--- src/rtl/sid_pkg.sv ---
// Shared constants and helpers for the SID audio output path.
package sid_pkg;

  localparam int I2S_SLOT_BITS  = 16;
  localparam int I2S_FRAME_BITS = 32;
  localparam int SOUND_W        = 18;

  // 16-bit saturation limits expressed in the 18-bit sound domain
  localparam logic signed [SOUND_W-1:0] SAT_MAX = 18'sh07FFF;
  localparam logic signed [SOUND_W-1:0] SAT_MIN = 18'sh38000;

  typedef logic [I2S_SLOT_BITS-1:0] sample_t;

  // Clamp an 18-bit signed value into a 16-bit signed word (no rounding)
  function automatic sample_t sat16(input logic signed [SOUND_W-1:0] v);
    sample_t r;
    if (v > SAT_MAX) begin
      r = 16'h7FFF;
    end else if (v < SAT_MIN) begin
      r = 16'h8000;
    end else begin
      r = v[I2S_SLOT_BITS-1:0];
    end
    return r;
  endfunction

endpackage

--- src/rtl/sid_i2s_fifo.sv ---
// Two-entry sample FIFO. A pop in the same cycle as a push is applied first,
// so a push into a full FIFO is accepted when it coincides with a pop.
module sid_i2s_fifo
  import sid_pkg::*;
(
  input  logic    clk,
  input  logic    rst,
  input  logic    push,
  input  logic    pop,
  input  sample_t din,
  output sample_t dout,
  output logic [1:0] level
);

  sample_t mem0;  // head
  sample_t mem1;  // second entry
  logic    do_pop;
  logic    do_push;

  assign do_pop  = pop && (level != 2'd0);
  assign do_push = push && ((level != 2'd2) || do_pop);
  assign dout    = mem0;

  // Storage and occupancy update, pop-before-push
  always_ff @(posedge clk) begin
    if (rst) begin
      mem0  <= '0;
      mem1  <= '0;
      level <= 2'd0;
    end else if (do_pop && do_push) begin
      if (level == 2'd1) begin
        mem0 <= din;
      end else begin
        mem0 <= mem1;
        mem1 <= din;
      end
    end else if (do_pop) begin
      mem0  <= mem1;
      level <= level - 2'd1;
    end else if (do_push) begin
      if (level == 2'd0) begin
        mem0 <= din;
      end else begin
        mem1 <= din;
      end
      level <= level + 2'd1;
    end
  end

endmodule

--- src/rtl/sid_i2s_out.sv ---
// Converts the 18-bit mixed SID sample to 16 bits and streams it as a mono
// Philips I2S frame (same word in left and right slot).
// sound_valid is a one-cycle strobe with no back-pressure: a sample offered
// while the FIFO is full and not being popped is dropped and flagged.
module sid_i2s_out
  import sid_pkg::*;
#(
  parameter int BCLK_DIV = 4,
  parameter int GAIN     = 0
) (
  input  logic               clk,
  input  logic               rst,
  input  logic [SOUND_W-1:0] sound,
  input  logic               sound_valid,
  input  logic               clr_status,
  output logic               i2s_bclk,
  output logic               i2s_lrclk,
  output logic               i2s_sdata,
  output logic [1:0]         fifo_level,
  output logic               overflow,
  output logic               underflow
);

  localparam int         SHIFT    = 2 - GAIN;
  localparam logic [7:0] DIV_LAST = 8'(BCLK_DIV - 1);
  localparam logic [4:0] BIT_LAST = 5'(I2S_FRAME_BITS - 1);

  logic signed [SOUND_W-1:0] shifted;
  sample_t                   conv;
  sample_t                   fifo_dout;
  logic                      fifo_pop;

  logic [7:0] div_cnt, div_nxt;
  logic       bclk_nxt, lrclk_nxt, sdata_nxt;
  logic [4:0] bit_cnt, bit_nxt;
  sample_t    frame, frame_nxt;
  logic       uf_evt, of_evt;

  assign shifted = $signed(sound) >>> SHIFT;
  assign conv    = sat16(shifted);
  assign of_evt  = sound_valid && (fifo_level == 2'd2) && !fifo_pop;

  sid_i2s_fifo u_fifo (
    .clk   (clk),
    .rst   (rst),
    .push  (sound_valid),
    .pop   (fifo_pop),
    .din   (conv),
    .dout  (fifo_dout),
    .level (fifo_level)
  );

  // Divider, bit counter and serializer next state; outputs move only on BCLK fall
  always_comb begin
    div_nxt   = div_cnt + 8'd1;
    bclk_nxt  = i2s_bclk;
    lrclk_nxt = i2s_lrclk;
    sdata_nxt = i2s_sdata;
    bit_nxt   = bit_cnt;
    frame_nxt = frame;
    fifo_pop  = 1'b0;
    uf_evt    = 1'b0;
    if (div_cnt == DIV_LAST) begin
      div_nxt  = 8'd0;
      bclk_nxt = ~i2s_bclk;
      if (i2s_bclk) begin
        bit_nxt = bit_cnt + 5'd1;
        if (bit_cnt == BIT_LAST) begin
          if (fifo_level != 2'd0) begin
            fifo_pop  = 1'b1;
            frame_nxt = fifo_dout;
          end else begin
            uf_evt = 1'b1;
          end
        end
        // left slot uses frame[15-n], right slot frame[31-n]: both are ~n[3:0]
        sdata_nxt = frame_nxt[~bit_nxt[3:0]];
        lrclk_nxt = (bit_nxt >= 5'd15) && (bit_nxt <= 5'd30);
      end
    end
  end

  // Serializer state registers
  always_ff @(posedge clk) begin
    if (rst) begin
      div_cnt   <= 8'd0;
      i2s_bclk  <= 1'b0;
      i2s_lrclk <= 1'b0;
      i2s_sdata <= 1'b0;
      bit_cnt   <= BIT_LAST;
      frame     <= '0;
    end else begin
      div_cnt   <= div_nxt;
      i2s_bclk  <= bclk_nxt;
      i2s_lrclk <= lrclk_nxt;
      i2s_sdata <= sdata_nxt;
      bit_cnt   <= bit_nxt;
      frame     <= frame_nxt;
    end
  end

  // Sticky status flags; a set event wins over a simultaneous clear
  always_ff @(posedge clk) begin
    if (rst) begin
      overflow  <= 1'b0;
      underflow <= 1'b0;
    end else begin
      if (of_evt) begin
        overflow <= 1'b1;
      end else if (clr_status) begin
        overflow <= 1'b0;
      end
      if (uf_evt) begin
        underflow <= 1'b1;
      end else if (clr_status) begin
        underflow <= 1'b0;
      end
    end
  end

endmodule

--- config.mk ---
export PLATFORM = sky130hd
export DESIGN_NAME = sid_i2s_out
export DESIGN_NICKNAME = d
export VERILOG_FILES = /design/src/rtl/sid_pkg.sv /design/src/rtl/sid_i2s_fifo.sv /design/src/rtl/sid_i2s_out.sv
export SDC_FILE = /design/constraint.sdc
export NUM_CORES = 1
export LEC_CHECK = 0
export BUFFER_PORTS_ARGS = -buffer_cell sky130_fd_sc_hd__buf_2
export CAP_MARGIN = 15
export CELL_PAD_IN_SITES_DETAIL_PLACEMENT = 1
export CELL_PAD_IN_SITES_GLOBAL_PLACEMENT = 2
export CORE_MARGIN = 10
export CORE_UTILIZATION = 37
export DETAILED_ROUTE_END_ITERATION = 7
export PLACE_DENSITY_LB_ADDON = 0.1
export SLEW_MARGIN = 20
export SYNTH_ARGS = -nofsm -noshare
export SYNTH_HDL_FRONTEND = slang
export SYNTH_SLANG_ARGS = --single-unit
--- constraint.sdc ---
create_clock -name clk -period 3.6 [get_ports clk]
set_clock_uncertainty 0.1 [all_clocks]
set_input_delay 0.18 -clock clk [delete_from_list [all_inputs] [get_ports clk]]
set_output_delay 0.18 -clock clk [all_outputs]
set_load 0.02 [all_outputs]
==> After elaboration in Yosys (flattened, before gate mapping) <==
Cells that the tools add are included.
{ "totals": {"romBits": 0, "elab_cells": 83, "latch_bits": 0, "mem_bits_rw": 0, "reg_bits": 68, "n_memories": 0} }
{ "op_classes": {"eq_ne": 8, "add_sub_neg": 4, "div": 0, "mul": 0, "n_reduce_logical": 21, "magnitude_cmp": 5, "shift": 0, "n_mux": 31, "n_bitwise": 3} }
{ "ops": {"columns": ["cell", "count"], "rows": [
  ["$mux 16", 16],
  ["$gt 16x16->1 const B", 1],
  ["$lt 16x16->1 const B", 1],
  ["$mux 1", 12],
  ["$reduce_bool 2->1", 5],
  ["$add 8x1->8 const B", 1],
  ["$eq 8x2->1 const B", 1],
  ["$logic_and 1x1->1", 6],
  ["$ne 2x2->1 const B", 3],
  ["$reduce_and 2->1", 3],
  ["$reduce_bool 3->1", 2],
  ["$add 5x1->5 const B", 1],
  ["$eq 5x5->1 const B", 1],
  ["$ge 5x4->1 const B", 1],
  ["$le 5x5->1 const B", 1],
  ["$lt 4x5->1 const B", 1],
  ["$bmux 1 s4", 1],
  ["$mux 2", 2],
  ["$not 4->4", 1],
  ["$reduce_and 4->1", 1],
  ["$add 2x1->2 const B", 1],
  ["$eq 2x1->1 const B", 1],
  ["$eq 2x2->1 const B", 1],
  ["$logic_not 2->1", 1],
  ["6 further kinds", 7]
]} }

==> Depth between registers and ports, before layout <==
{ "logic_depth": {"word_depth": 11, "depth_mapped": 12, "depth_no_buf": 9} }

==> By module <==
Synthesis repeated with hierarchy kept, for this count alone.
{ "unflattened": {"hier_cells": 378, "area_unflattened_um2": 3524.6} }
{ "modules_own_cells": {"columns": ["mod", "area_each_um2", "cells_per_inst", "seq_area_each_um2", "instances"], "rows": [
  ["sid_i2s_out", 1796.7, 212, 680.7, 1],
  ["sid_i2s_fifo", 1727.9, 166, 680.7, 1]
]} }

==> Worst setup path after synthesis <==
No wires, ideal clock.
{ "synth_path": {"path_type": "reg2reg", "from": "register bit_cnt[1]", "to": "register i2s_sdata", "setup_slack_ns": 0.947, "path_stages_with_launch": 11, "arrival_ns": 2.439, "period_less_slack_ns": 2.653, "cell_sequence": "dfxtp_1 > ha_1 > and3_1 > ha_1 > nor2b_1 > clkbuf_1 > buf_2 > mux4_2 > mux2i_1 > a2111oi_0 > a21o_1"} }
{ "synth_via": {"elab_chain_cells": 6, "word_cells_on_any_way": 8, "classes_between": "add/sub (1); eq/ne (1); mux (5); bitwise (1)"} }
{ "synth_rtl": {"columns": ["element", "line", "text"], "rows": [
  ["start: declaration", "sid_i2s_out.sv:35", "logic [4:0] bit_cnt, bit_nxt;"],
  ["start signal: assignment", "sid_i2s_out.sv:97", "bit_cnt <= bit_nxt;"],
  ["$eq 5x5->1", "sid_i2s_out.sv:68", "if (bit_cnt == BIT_LAST) begin"],
  ["$mux 16", "sid_i2s_out.sv:68", null],
  ["$mux 16", "sid_i2s_out.sv:66", "if (i2s_bclk) begin"],
  ["$mux 16", "sid_i2s_out.sv:63", "if (div_cnt == DIV_LAST) begin"],
  ["$bmux 1 s4 (*)", "sid_i2s_out.sv:77", "sdata_nxt = frame_nxt[~bit_nxt[3:0]];"],
  ["$mux 1 (implied by the code) (*)", "sid_i2s_out.sv:77", null],
  ["end signal: assignment", "sid_i2s_out.sv:96", "i2s_sdata <= sdata_nxt;"],
  ["end: declaration", "sid_i2s_out.sv:18", "output logic i2s_sdata,"]
]} }
Every way passes the cells marked *; elsewhere a longest branch is shown, timed or not. The select of a mux whose other input is x is not followed.
A chain may end at the register's enable or synchronous reset.

==> Worst setup path in the final report <==
{ "layout_path": {"from": "register bit_cnt[1]", "to": "register u_fifo.mem0[13], in the netlist u_fifo.dout[13]"} }
{ "layout_via": {"elab_chain_cells": 10, "word_cells_on_any_way": 13, "classes_between": "eq/ne (1); mux (5); reduce/logical (7)"} }
{ "layout_rtl": {"columns": ["element", "line", "text"], "rows": [
  ["$eq 5x5->1 (*)", "sid_i2s_out.sv:68", null],
  ["$mux 1 (*)", "sid_i2s_out.sv:68", null],
  ["$mux 1 (*)", "sid_i2s_out.sv:66", null],
  ["$mux 1 (*)", "sid_i2s_out.sv:63", null],
  ["$logic_and 1x1->1 (*)", "sid_i2s_fifo.sv:20", "assign do_pop = pop && (level != 2'd0);"],
  ["$logic_or 1x1->1", "sid_i2s_fifo.sv:21", "assign do_push = push && ((level != 2'd2) || do_pop);"],
  ["$logic_and 1x1->1", "sid_i2s_fifo.sv:21", null],
  ["$logic_and 1x1->1", "sid_i2s_fifo.sv:30", "end else if (do_pop && do_push) begin"],
  ["$reduce_bool 3->1 (no line)", null, null],
  ["$reduce_and 2->1 (no line)", null, null],
  ["end signal: assignment", "sid_i2s_fifo.sv:32", "mem0 <= din;"],
  ["end signal: assignment", "sid_i2s_fifo.sv:34", "mem0 <= mem1;"],
  ["end signal: assignment", "sid_i2s_fifo.sv:38", "mem0 <= mem1;"],
  ["end: declaration", "sid_i2s_fifo.sv:15", "sample_t mem0;"]
]} }
Every way passes the cells marked *; elsewhere a longest branch is shown, timed or not.

==> results.cfg <==
[floorplanning]
dieArea_mm2 = 0.0126
die_h_um = 112
io_pins = 29
fp.coreArea_mm2 = 0.00822
start_util_pct = 38.1
std_cell_rows = 33
die_w_um = 112

[logic_synthesis]
async_flop_share_pct = 0
synth-main-ff-cell = dfxtp_1
netlist_instances = 344
synth_nets = 374
yosys-top-cells-area = dfxtp_1 43%, mux2i_1 14%, nor2_1 6.2%, nand2_1 4.6%, a211oi_1 4.3%
yosys.area.top_type = dfxtp_1
ys_ff_latch = 68
ys_types = 43
synth_top_area_share_pct = 43.4
yosysSeqAreaShare_pct = 43.4
yosys_warnings = 0
synth_edf_count = 0
syn_area_per_cell_um2 = 9.11
synthesis.area_mm2 = 0.00313

[drt]
vias_per_cell = 5.03
dr.pass1.iters = 4
drtIter0Drc = 69
wl_um = 7110
num_vias = 2471
ant_nets = 0
wl_per_cell_um = 14.5
drc = 0

[worst_setup_path]
worst-setup-path-type = reg -> reg
endpoint_kind = register
startpoint_type = register
crit_fanout = 16
required_ps = 3760
arrival_ps = 3030

[clocking]
postCtsSetupBuffers = 0
cts_tree = built
cts_sinks = 68
h-tree-depth = 3
clk_latency_ps = 350
hold_buffers = 16
clk_pin_slew_ps = 70
root_buffer = clkbuf_8
clock_path_buffers = 2
cts-buffers-inserted = 9
ctsResizeCount = 0

[timing]
setup_tns_ps = 0
worst_slack_ps = 728
worst_pin_slew_ps = 904
slew_headroom_pct = 39.7
fin_hold_ws_ps = 56.8
fin_crit_ps = 2870
fmax_ghz = 0.348
hold_viol_final = 0
setup_violations = 0
rsz0062_at_grt = false
fin_crit_sh_pct = 79.8
maxSlewViolCount = 0

[pwr]
p_sw_mw = 0.638
p_clk_share_pct = 32.1
power.leakage_nw = 1.69
p_int_mw = 1.41
power_density_mw_per_mm2 = 550
seq_power_share_pct = 44.5
ir_worst_vdd_mv = 0.196
swShare_pct = 31.2
comb_power_share_pct = 23.4

[finish]
nets = 411
area_growth_pct = 18.7
drive_gt1_share_pct = 14.5
final_common_cell = dfxtp_1
layout_common_cells = 68 x dfxtp_1, 52 x nor2_1, 43 x mux2i_1
fillers = 937
diodes = 0
final_core_util_pct = 45.3
finalNonFillerCells = 491

[placed_design]
dp_slack_ps = 704
dp_hpwl_um = 4880
io_buffer_count = 26
dpl.cell_count = 459
place.gp.congestion = 0.734

[job]
maxCapViolations = 0

[global_routing]
grt-ovfl-total = 0
grt_max_degree = 41
grt_pass1_wl_um = 12400
antenna_found_initial = 0
grt_pass1_vias = 2514
track_usage_pct = 11.8

[status]
status = complete, no violations

[worst_hold_path]
hp-class = in -> reg
[critical path, cell delays in order (launching register included)]
cell	delay (ps)
dfxtp_1	450
ha_1	280
and3_1	180
ha_1	180
nand2b_1	90
or3_1	460
a21o_1	510
mux2i_1	240
a211oi_1	280
[worst paths after layout]
kind	startpoint	endpoint	slack [ps]	depth (start not counted)
setup / recovery	bit_cnt[1]	u_fifo.dout[13]	730	8
setup reg to reg	bit_cnt[1]	u_fifo.dout[13]	730	8
hold / removal	clr_status	underflow	60	4
hold reg to reg	u_fifo.mem1[7]	u_fifo.mem1[7]	360	2
[through the flow]
step | instance area [um2] | power [mW]
after floorplan | 3130 | 1.27
final | 3720 | 2.05
after global placement | 3350 | 1.38
after detailed placement | 3350 | 1.40
after global routing | 3720 | 2.18
after CTS | 3720 | 2.08
[state kept, by name, indices dropped and copies added, names as in the netlist]
signal	flops
div_cnt	8
frame	16
underflow	1
u_fifo.dout	16
i2s_bclk	1
i2s_lrclk	1
u_fifo.level	2
overflow	1
i2s_sdata	1
bit_cnt	5
u_fifo.mem1	16
[power groups by stage]
| stage | Sequential [mW] | Clock (mW) | Combinational [mW] |
|---|---|---|---|
| final | 0.911 | 0.656 | 0.478 |
| after global routing | 0.925 | 0.719 | 0.537 |
| after floorplan | 0.922 | 0 | 0.349 |
| after CTS | 0.913 | 0.684 | 0.484 |
| after global placement | 0.924 | 0 | 0.459 |
| after detailed placement | 0.930 | 0 | 0.470 |
[cell families after synthesis]
| family | Yosys count | share of synthesized area [%] |
|---|---|---|
| simple gates | 119 | 16.7 |
| flops | 68 | 43.4 |
| compound gates | 55 | 11.7 |
| mux | 47 | 16.6 |
| buf+inv | 33 | 4.51 |
| xor+xnor | 14 | 3.91 |
| fa+ha+maj | 8 | 3.19 |
[cells in the mapped netlist (3+ instances only)]
library cell	n
a211oi_1	18
a21oi_1	19
a31oi_1	3
and3_1	3
buf_2	5
clkbuf_1	15
dfxtp_1	68
ha_1	8
inv_1	9
mux2i_1	43
mux4_2	4
nand2_1	38
nand2b_1	5
nand3_1	7
nor2_1	52
xnor2_1	6
xor2_1	8
[per-layer routing]
layer	global-route usage [%]	vias up	part of all wire, %
li1	-	1267	-
met1	14.8	1157	50
met2	18.2	35	44
met4	4.82	0	1.6
met5	0	-	0
met3	3.73	12	4.0
[final cells by class]
| cell class | instances | area (um2) | area share (%) |
|---|---|---|---|
| well taps | 105 | 131 | 3.53 |
| flip-flops and latches | 68 | 1360 | 36.6 |
| repair buffers | 50 | 350 | 9.42 |
| multi-input cells | 243 | 1630 | 43.9 |
| clock buffers | 11 | 151 | 4.07 |
| clock inverters | 5 | 60.1 | 1.61 |
| inverters | 9 | 33.8 | 0.908 |
Power figures use the tool's default switching activity.
